--- src/rtl/conv_pkg.sv ---
// Shared types and constants for the 4x4-by-3x3 convolution MAC engine.
package conv_pkg;

    localparam int DATA_W = 8;
    localparam int ACC_W  = 20;
    localparam int N_IN   = 16;
    localparam int N_F    = 9;
    localparam int N_OUT  = 4;

    typedef enum logic [1:0] {
        IDLE,
        MAC,
        STORE,
        DONE
    } state_t;

    // Flat index into the 4x4 map for output position pos (2x2) and filter tap (3x3).
    function automatic logic [3:0] in_index(input logic [1:0] pos, input logic [3:0] tap);
        int row;
        int col;
        row = int'(pos[1]) + int'(tap) / 3;
        col = int'(pos[0]) + int'(tap) % 3;
        return 4'(row * 4 + col);
    endfunction

endpackage

--- src/rtl/conv_mac_engine_mac_unit.sv ---
// Unsigned multiply-accumulate unit; clr takes priority over en.
module mac_unit #(
    parameter int DATA_W = 8,
    parameter int ACC_W  = 20
) (
    input  logic              clk,
    input  logic              rst,
    input  logic [DATA_W-1:0] a,
    input  logic [DATA_W-1:0] b,
    input  logic              clr,
    input  logic              en,
    output logic [ACC_W-1:0]  acc
);

    logic [2*DATA_W-1:0] prod;

    assign prod = {{DATA_W{1'b0}}, a} * {{DATA_W{1'b0}}, b};

    // NOTE: sequential state uses non-blocking assignments so every register
    // samples pre-edge values regardless of process evaluation order.
    always_ff @(posedge clk or negedge rst) begin
        if (!rst) begin
            acc <= '0;
        end else if (clr) begin
            acc <= '0;
        end else if (en) begin
            acc <= acc + ACC_W'(prod);
        end
    end

endmodule

--- src/rtl/conv_mac_engine.sv ---
// 4x4-by-3x3 valid-mode convolution, one MAC per cycle, 41-cycle latency.
// Optional CONV_SATURATE_EN clamps each stored result to 255.
module conv_mac_engine #(
    parameter int DATA_W = conv_pkg::DATA_W,
    parameter int ACC_W  = conv_pkg::ACC_W
) (
    input  logic              clk,
    input  logic              rst,
    input  logic              start,
    input  logic [DATA_W-1:0] input_data0,
    input  logic [DATA_W-1:0] input_data1,
    input  logic [DATA_W-1:0] input_data2,
    input  logic [DATA_W-1:0] input_data3,
    input  logic [DATA_W-1:0] input_data4,
    input  logic [DATA_W-1:0] input_data5,
    input  logic [DATA_W-1:0] input_data6,
    input  logic [DATA_W-1:0] input_data7,
    input  logic [DATA_W-1:0] input_data8,
    input  logic [DATA_W-1:0] input_data9,
    input  logic [DATA_W-1:0] input_data10,
    input  logic [DATA_W-1:0] input_data11,
    input  logic [DATA_W-1:0] input_data12,
    input  logic [DATA_W-1:0] input_data13,
    input  logic [DATA_W-1:0] input_data14,
    input  logic [DATA_W-1:0] input_data15,
    input  logic [DATA_W-1:0] filter_data0,
    input  logic [DATA_W-1:0] filter_data1,
    input  logic [DATA_W-1:0] filter_data2,
    input  logic [DATA_W-1:0] filter_data3,
    input  logic [DATA_W-1:0] filter_data4,
    input  logic [DATA_W-1:0] filter_data5,
    input  logic [DATA_W-1:0] filter_data6,
    input  logic [DATA_W-1:0] filter_data7,
    input  logic [DATA_W-1:0] filter_data8,
    output logic              busy,
    output logic              done,
    output logic [ACC_W-1:0]  conv_out0,
    output logic [ACC_W-1:0]  conv_out1,
    output logic [ACC_W-1:0]  conv_out2,
    output logic [ACC_W-1:0]  conv_out3
);

    import conv_pkg::*;

    logic [DATA_W-1:0] in_bus [N_IN];
    logic [DATA_W-1:0] f_bus  [N_F];
    logic [DATA_W-1:0] in_r   [N_IN];
    logic [DATA_W-1:0] f_r    [N_F];
    logic [ACC_W-1:0]  out_r  [N_OUT];

    state_t            state;
    state_t            state_next;
    logic [1:0]        pos;
    logic [3:0]        tap;
    logic              snap;
    logic              mac_clr;
    logic              mac_en;
    logic              store;
    logic [ACC_W-1:0]  acc;
    logic [ACC_W-1:0]  store_val;

    assign in_bus = '{input_data0,  input_data1,  input_data2,  input_data3,
                      input_data4,  input_data5,  input_data6,  input_data7,
                      input_data8,  input_data9,  input_data10, input_data11,
                      input_data12, input_data13, input_data14, input_data15};
    assign f_bus  = '{filter_data0, filter_data1, filter_data2,
                      filter_data3, filter_data4, filter_data5,
                      filter_data6, filter_data7, filter_data8};

    always_ff @(posedge clk or negedge rst) begin
        if (!rst) begin
            state <= IDLE;
        end else begin
            state <= state_next;
        end
    end

    // NOTE: every output of this block gets a default first, so no path can
    // leave a signal unassigned and infer a latch.
    always_comb begin
        state_next = state;
        snap       = 1'b0;
        mac_clr    = 1'b0;
        mac_en     = 1'b0;
        store      = 1'b0;
        busy       = 1'b1;
        done       = 1'b0;
        unique case (state)
            IDLE: begin
                busy = 1'b0;
                if (start) begin
                    snap       = 1'b1;
                    mac_clr    = 1'b1;
                    state_next = MAC;
                end
            end
            MAC: begin
                mac_en = 1'b1;
                if (tap == 4'd8) state_next = STORE;
            end
            STORE: begin
                store      = 1'b1;
                mac_clr    = 1'b1;
                state_next = (pos == 2'd3) ? DONE : MAC;
            end
            DONE: begin
                done       = 1'b1;
                state_next = IDLE;
            end
            default: state_next = IDLE;
        endcase
    end

    // NOTE: the operand snapshot is reset too, so the datapath never starts
    // from unknown contents after power-up.
    always_ff @(posedge clk or negedge rst) begin
        if (!rst) begin
            for (int i = 0; i < N_IN; i++) in_r[i] <= '0;
            for (int i = 0; i < N_F; i++)  f_r[i]  <= '0;
        end else if (snap) begin
            in_r <= in_bus;
            f_r  <= f_bus;
        end
    end

    // tap holds at 8 on the last MAC so the filter index never leaves 0..8.
    always_ff @(posedge clk or negedge rst) begin
        if (!rst) begin
            pos <= '0;
            tap <= '0;
        end else if (snap) begin
            pos <= '0;
            tap <= '0;
        end else if (mac_en && tap != 4'd8) begin
            tap <= tap + 4'd1;
        end else if (store) begin
            tap <= '0;
            if (pos != 2'd3) pos <= pos + 2'd1;
        end
    end

    mac_unit #(
        .DATA_W(DATA_W),
        .ACC_W (ACC_W)
    ) u_mac (
        .clk(clk),
        .rst(rst),
        .a  (in_r[in_index(pos, tap)]),
        .b  (f_r[tap]),
        .clr(mac_clr),
        .en (mac_en),
        .acc(acc)
    );

`ifdef CONV_SATURATE_EN
    assign store_val = (acc > ACC_W'(255)) ? ACC_W'(255) : acc;
`else
    assign store_val = acc;
`endif

    always_ff @(posedge clk or negedge rst) begin
        if (!rst) begin
            for (int i = 0; i < N_OUT; i++) out_r[i] <= '0;
        end else if (store) begin
            out_r[pos] <= store_val;
        end
    end

    assign conv_out0 = out_r[0];
    assign conv_out1 = out_r[1];
    assign conv_out2 = out_r[2];
    assign conv_out3 = out_r[3];

endmodule

--- config.mk ---
export PLATFORM = sky130hd
export DESIGN_NAME = conv_mac_engine
export DESIGN_NICKNAME = d
export VERILOG_FILES = /design/src/rtl/conv_pkg.sv /design/src/rtl/conv_mac_engine_mac_unit.sv /design/src/rtl/conv_mac_engine.sv
export SDC_FILE = /design/constraint.sdc
export NUM_CORES = 1
export LEC_CHECK = 0
export ABC_AREA = 0
export CORE_MARGIN = 1.5
export CORE_UTILIZATION = 25
export CTS_BUF_LIST = sky130_fd_sc_hd__clkbuf_16
export CTS_CLUSTER_SIZE = 25
export DETAILED_ROUTE_END_ITERATION = 10
export DONT_BUFFER_PORTS = 1
export HOLD_SLACK_MARGIN = 0.05
export PLACE_DENSITY = 0.46
export SYNTH_ARGS = -nofsm -noshare
export SYNTH_HDL_FRONTEND = slang
export SYNTH_SLANG_ARGS = --single-unit
--- constraint.sdc ---
create_clock -name clk -period 12.4 [get_ports clk]
set_clock_uncertainty 0.2 [all_clocks]
set_input_delay 1.86 -clock clk [delete_from_list [all_inputs] [get_ports clk]]
set_output_delay 1.86 -clock clk [all_outputs]
set_load 0.1 [all_outputs]
==> results of run 1 <==
-- how the worst max path moves through the flow --
stage / start / to / depth (start not counted)
6_report: tap[2]$_DFFE_PN0P_ / u_mac.acc[19]$_DFFE_PN0P_ / 32
5_1_grt: tap[2]$_DFFE_PN0P_ / u_mac.acc[19]$_DFFE_PN0P_ / 30
4_1_cts: tap[2]$_DFFE_PN0P_ / u_mac.acc[19]$_DFFE_PN0P_ / 30
3_5_place_dp: tap[2]$_DFFE_PN0P_ / u_mac.acc[19]$_DFFE_PN0P_ / 30
3_3_place_gp: tap[2]$_DFFE_PN0P_ / u_mac.acc[19]$_DFFE_PN0P_ / 30
2_1_floorplan: tap[0]$_DFFE_PN0P_ / u_mac.acc[19]$_DFFE_PN0P_ / 31
-- critical path: cells and delay by family (launching register included) --
kind,cells,cell delay (ps)
muxes,2,370
xor gates and xnor gates,1,170
buffers and inverters,3,140
DFF,1,790
adders and majority gates,10,3990
AOI/OAI and AO/OA,12,2710
and+or+nand+nor,4,1410
-- cells in the mapped netlist (3+ instances only) --
library cell  number  area share
o21a_1             5      0.0023
mux4_2            48       0.066
a21o_1            40       0.018
ha_1              56       0.043
dfrtp_1          308        0.47
nand3_2            8      0.0049
a211oi_1           4      0.0018
clkbuf_1          49       0.011
nor2_1            20      0.0046
a21oi_1           47       0.014
and2_1             3      0.0011
o21ai_4            8      0.0080
a22o_1             4      0.0021
fa_1              50       0.061
buf_1              6      0.0014
o21ai_0           64       0.020
nand3_1           14      0.0043
mux2_2           258        0.18
nand2b_1           7      0.0027
nand2_1           81       0.019
nor2b_1            5      0.0019
xor2_1             7      0.0037
nor4_1             4      0.0015
xnor2_1            7      0.0037
nor3_1             4      0.0012
inv_1            107       0.025
mux2i_1           11      0.0067
-- metrics by stage --
| step | setup slack, ps | std cells | instance area, sq um | utilization |
|---|---|---|---|---|
| after CTS | 2370 | 2143 | 18600 | 0.288 |
| final | 2510 | 2146 | 18600 | 0.288 |
| after global routing | 1750 | 2144 | 18600 | 0.288 |
| after floorplan | 3590 | 1264 | 16400 | - |
| after global placement | 2630 | 2074 | 17300 | 0.268 |
| after detailed placement | 2440 | 2074 | 17300 | 0.268 |
-- area by class of cell --
| type | count | area, sq um |
|---|---|---|
| diodes | 3 | 7.51 |
| clock buffers | 39 | 976 |
| clock inverters | 30 | 302 |
| fillers | 6626 | 46000 |
| inverters | 108 | 405 |
| multi-input cells | 791 | 8040 |
| flip-flops and latches | 308 | 7710 |
| well taps | 855 | 1070 |
| repair buffers | 12 | 103 |
-- per-layer routing --
layer	vias to the layer above	routed length (um)
li1	4455	-
met1	4901	18400
met2	222	21500
met3	77	2950
met4	18	1010
met5	-	111
-- flip-flops by register name (all words and copies together), names as in the netlist --
register and flops:
tap 4, u_mac.acc 20, state 2, in_r 128, conv_out3 20, conv_out2 20, conv_out1 20, conv_out0 20
f_r 72, pos 2
-- kinds of logic after synthesis --
group	count (synthesis)
AOI/OAI and AO/OA	194
xor gates and xnor gates	14
adders and majority gates	106
buffers and inverters	165
DFF	308
muxes	317
and+or+nand+nor	160
==> flow_metrics.tcl, run 1 <==
set metrics [dict create \
    synthAdderAreaFrac 0.104 \
    htreeDepth 2 \
    cts_resized 0 \
    final_common_cell "dfrtp_1" \
    grt_overflow 0 \
    rr_worst_depth 32 \
    first_iter_violations 551 \
    postSynth.asyncResetShare 1.00 \
    synth_top_family_by_area "multiplexers" \
    nets 1569 \
    cts_buffer_depth 3 \
    critPathMaxStageDelay_ps 790 \
    routed_via_density 4.51 \
    core_sq_um 64600 \
    grt_use_met2 0.224 \
    synth.mux.area_fraction 0.250 \
    holdCritPathClass "flip-flop to flip-flop" \
    synth_compound_area_frac 0.0803 \
    cp-end-kind "flip-flop" \
    drive_gt1_frac 0.315 \
    setup_violations 0 \
    synth_seq_area_share 0.471 \
    min_to "u_mac.acc[14]$_DFFE_PN0P_" \
    outcome "completed" \
    synth-edff-count 0 \
    syn_inst 1264 \
    r2r_start "tap[2]$_DFFE_PN0P_" \
    startpoint_type "flip-flop" \
    root_buffer "clkbuf_16" \
    gp_congestion 0.800 \
    top_usage_layer "met2" \
    io_pins 285 \
    ys_warn_count 0 \
    vias 9673 \
    ys_types 57 \
    hp-start "u_mac.acc[14]$_DFFE_PN0P_" \
    hold_violations 0 \
    firstDrtPassIters 4 \
    ys.flop_type "dfrtp_1" \
    crit_top_cell "ha_1" \
    post_synth.cell_area_avg_sq_um 12.9 \
    cts_sinks 308 \
    insertion_delay_ps 580 \
    final_cell_mix "dfrtp_1, mux2_2, inv_1, nand2_1, o21ai_0" \
    min_period_ps 9890 \
    cts_inserted_buffers 39 \
    rsz0062_at_grt "no" \
    cp_slowest_cell "dfrtp_1" \
    cts_tree "built" \
    tightestPinTransition_ps 1290 \
    holdPathStages 2 \
    grt_max_degree 309 \
    regToRegEndpoint "u_mac.acc[19]$_DFFE_PN0P_" \
    cts_setup_buffers 0 \
    slew_headroom 0.140 \
    fmax_mhz 101 \
    synth_xor_area_frac 0.00749 \
    start_util 0.253 \
    slew_viol_final 0 \
    dieArea_sq_um 67000 \
    syn_area_sq_um 16400 \
    synth_seq_cells 308 \
    worstPathRequired_ps 12670 \
    port_buffers 0 \
    finalSetupTns_ps 0 \
    cap_viol_max_count 0 \
    synth_nets 1573 \
    arrival_ps 10160 \
    dieWidth_um 259 \
    grt_pass1_wl_um 67500 \
    fin_crit_sh 0.797 \
    hold_buffers 0 \
    use_met3 0.0411 \
    crit_fanout 15 \
    row_count 93 \
    drc_errors 0 \
    use_met1 0.163 \
    clk_pin_slew_worst_paths_ps 60 \
    synth-simple-area-share 0.0481 \
    grt_usage 0.133 \
    die_h_um 259 \
    place_hpwl_um 32000 \
    hold_ws_ps 280 \
    crit_type "flip-flop to flip-flop" \
    area_delta_synth_final_pct 13.7 \
    grt_pass1_vias 10600 \
    antenna_found_initial 13 \
    ant_nets 0 \
    wl_per_cell_um 20.5 \
    routed_wl_um 44000 \
    r2r_setup_slack_ps 2510 \
]
Power of run 1 is not shown: default switching activity piles up to over one toggle a cycle in this logic, so the estimate is an artifact.
==> run 2: changes to the inputs <==
PLACE_DENSITY = 0.48   (was 0.46)
clock period = 8.5 ns   (was 12.4 ns; I/O delays follow)
==> run 2 against run 1 <==
Net effect: first-iteration DRC count is 11% higher; via count increased by 2.3%; setup slack got worse by 2100 ps; cell area is 1.8% higher; worst hold slack worse by 59 ps; count of clock-buffer cells in the layout rose by 1.
==> flow_metrics.tcl, run 2 (same netlist as run 1, synthesis figures left out) <==
set metrics [dict create \
    outcome "completed" \
    cp-end-kind "flip-flop" \
    cts_tree "built" \
    final_cell_mix "dfrtp_1, mux2_2, inv_1, nand2_1, o21ai_0" \
    area_delta_synth_final_pct 15.8 \
    drive_gt1_frac 0.338 \
    vias 9891 \
    worstPathRequired_ps 8690 \
    nets 1597 \
    cts_inserted_buffers 39 \
    startpoint_type "flip-flop" \
    grt_max_degree 309 \
    crit_type "flip-flop to flip-flop" \
    crit_fanout 8 \
    slew_headroom 0.257 \
    holdCritPathClass "input port to async pin" \
    hold_buffers 0 \
    dieArea_sq_um 67000 \
    top_register "in_r" \
    crit_start "tap[2]$_DFFE_PN0P_" \
    tightestPinTransition_ps 1120 \
    grt_usage 0.127 \
    root_buffer "clkbuf_16" \
    r2r_setup_slack_ps 370 \
    dpl_cell_area_sq_um 17500 \
    grt_pass1_wl_um 64800 \
    routed_wl_um 42800 \
    grt_pass1_vias 10700 \
    core_sq_um 64600 \
    finalSetupTns_ps 0 \
    routed_via_density 4.55 \
    insertion_delay_ps 560 \
    stdcell_area_sq_um 18900 \
    hold_violations 0 \
    dieWidth_um 259 \
    ant_nets 0 \
    setup_violations 0 \
    cts_buffer_depth 3 \
    setup.worst_path.end "u_mac.acc[16]$_DFFE_PN0P_" \
    clk_pin_slew_worst_paths_ps 60 \
    fmax_mhz 123 \
    cp_slowest_cell "fa_1" \
    min_period_ps 8130 \
    die_h_um 259 \
    r2r_start "tap[2]$_DFFE_PN0P_" \
    rr_worst_depth 33 \
    reg_top3 "in_r x128, f_r x72" \
    fin_ws_ps 374 \
    arrival_ps 8320 \
    wl_per_cell_um 19.7 \
    start_util 0.253 \
    row_count 93 \
    htreeDepth 2 \
    post-place-ws_ps -99.2 \
    port_buffers 0 \
    regToRegEndpoint "u_mac.acc[16]$_DFFE_PN0P_" \
    cts_sinks 308 \
    largest_reg_flops 128 \
    place_hpwl_um 30900 \
    firstDrtPassIters 5 \
    grt_overflow 0 \
    slew_viol_final 0 \
    cap_viol_max_count 0 \
    gp_congestion 0.802 \
    critPathMaxStageDelay_ps 540 \
    fin_crit_sh 0.956 \
    first_iter_violations 610 \
    io_pins 285 \
    antenna_found_initial 12 \
    final_common_cell "dfrtp_1" \
    drc_errors 0 \
]
[run 2: cell types whose count changed in the layout (fill, tap and decap cells not counted), sizes merged]
| cell | change |
|---|---|
| clkbuf | +1 |
| inv | +2 |
| buf | +28 |
| diode | +1 |
| bufinv | -4 |
| clkinvlp | -1 |
[run 2: worst min-delay path by stage]
| stage | end | slack [ps] | cells after the start |
|---|---|---|---|
| 2_1_floorplan | u_mac.acc[13]$_DFFE_PN0P_ | 240 | 2 |
| 3_3_place_gp | u_mac.acc[13]$_DFFE_PN0P_ | 260 | 2 |
| 3_5_place_dp | u_mac.acc[13]$_DFFE_PN0P_ | 270 | 2 |
| 4_1_cts | conv_out1[8]$_DFFE_PN0P_ | 170 | 0 |
| 5_1_grt | conv_out2[8]$_DFFE_PN0P_ | 190 | 0 |
| 6_report | conv_out2[8]$_DFFE_PN0P_ | 220 | 0 |
[run 2: cell type report]
cell class                      count  area [sq um]
Inverter                          108           405
Clock inverter                     27           170
Fill cell                        6617         45600
Sequential cell                   308          7710
Clock buffer                       40          1000
Multi-Input combinational cell    791          8230
Tap cell                          855          1070
Antenna cell                        4          10.0
Timing Repair Buffer               40           350
[run 2: timing repair]
item,CTS,global route
gates resized for setup,3,27
setup buffers,0,7
pin swaps,0,6
endpoints found under the setup margin,4,9
[run 2: per-stage QoR]
step / hold slack (ps) / cells / util
2_1_floorplan: 243 / 1264 / -
3_3_place_gp: 264 / 2095 / 0.271
3_5_place_dp: 266 / 2095 / 0.271
4_1_cts: 170 / 2162 / 0.290
5_1_grt: 191 / 2172 / 0.293
6_report: 221 / 2173 / 0.293
[run 2: layer usage]
metal | track usage | wire [um] | vias to the layer above
li1 | - | - | 4511
met1 | 0.161 | 18300 | 5024
met2 | 0.208 | 20400 | 267
met3 | 0.0378 | 2920 | 75
met4 | 0.0390 | 1080 | 14
met5 | 0 | 108 | -
[run 2: worst max-delay path: cells and delay by family, from the launching register on]
family | cells | cell delay (ps)
DFF | 1 | 370
xor gates and xnor gates | 2 | 240
buffers and inverters | 6 | 610
and+or+nand+nor | 3 | 810
muxes | 1 | 120
AOI/OAI and AO/OA | 11 | 1940
adders and majority gates | 10 | 3640
Power of run 2 is left out for the same reason.
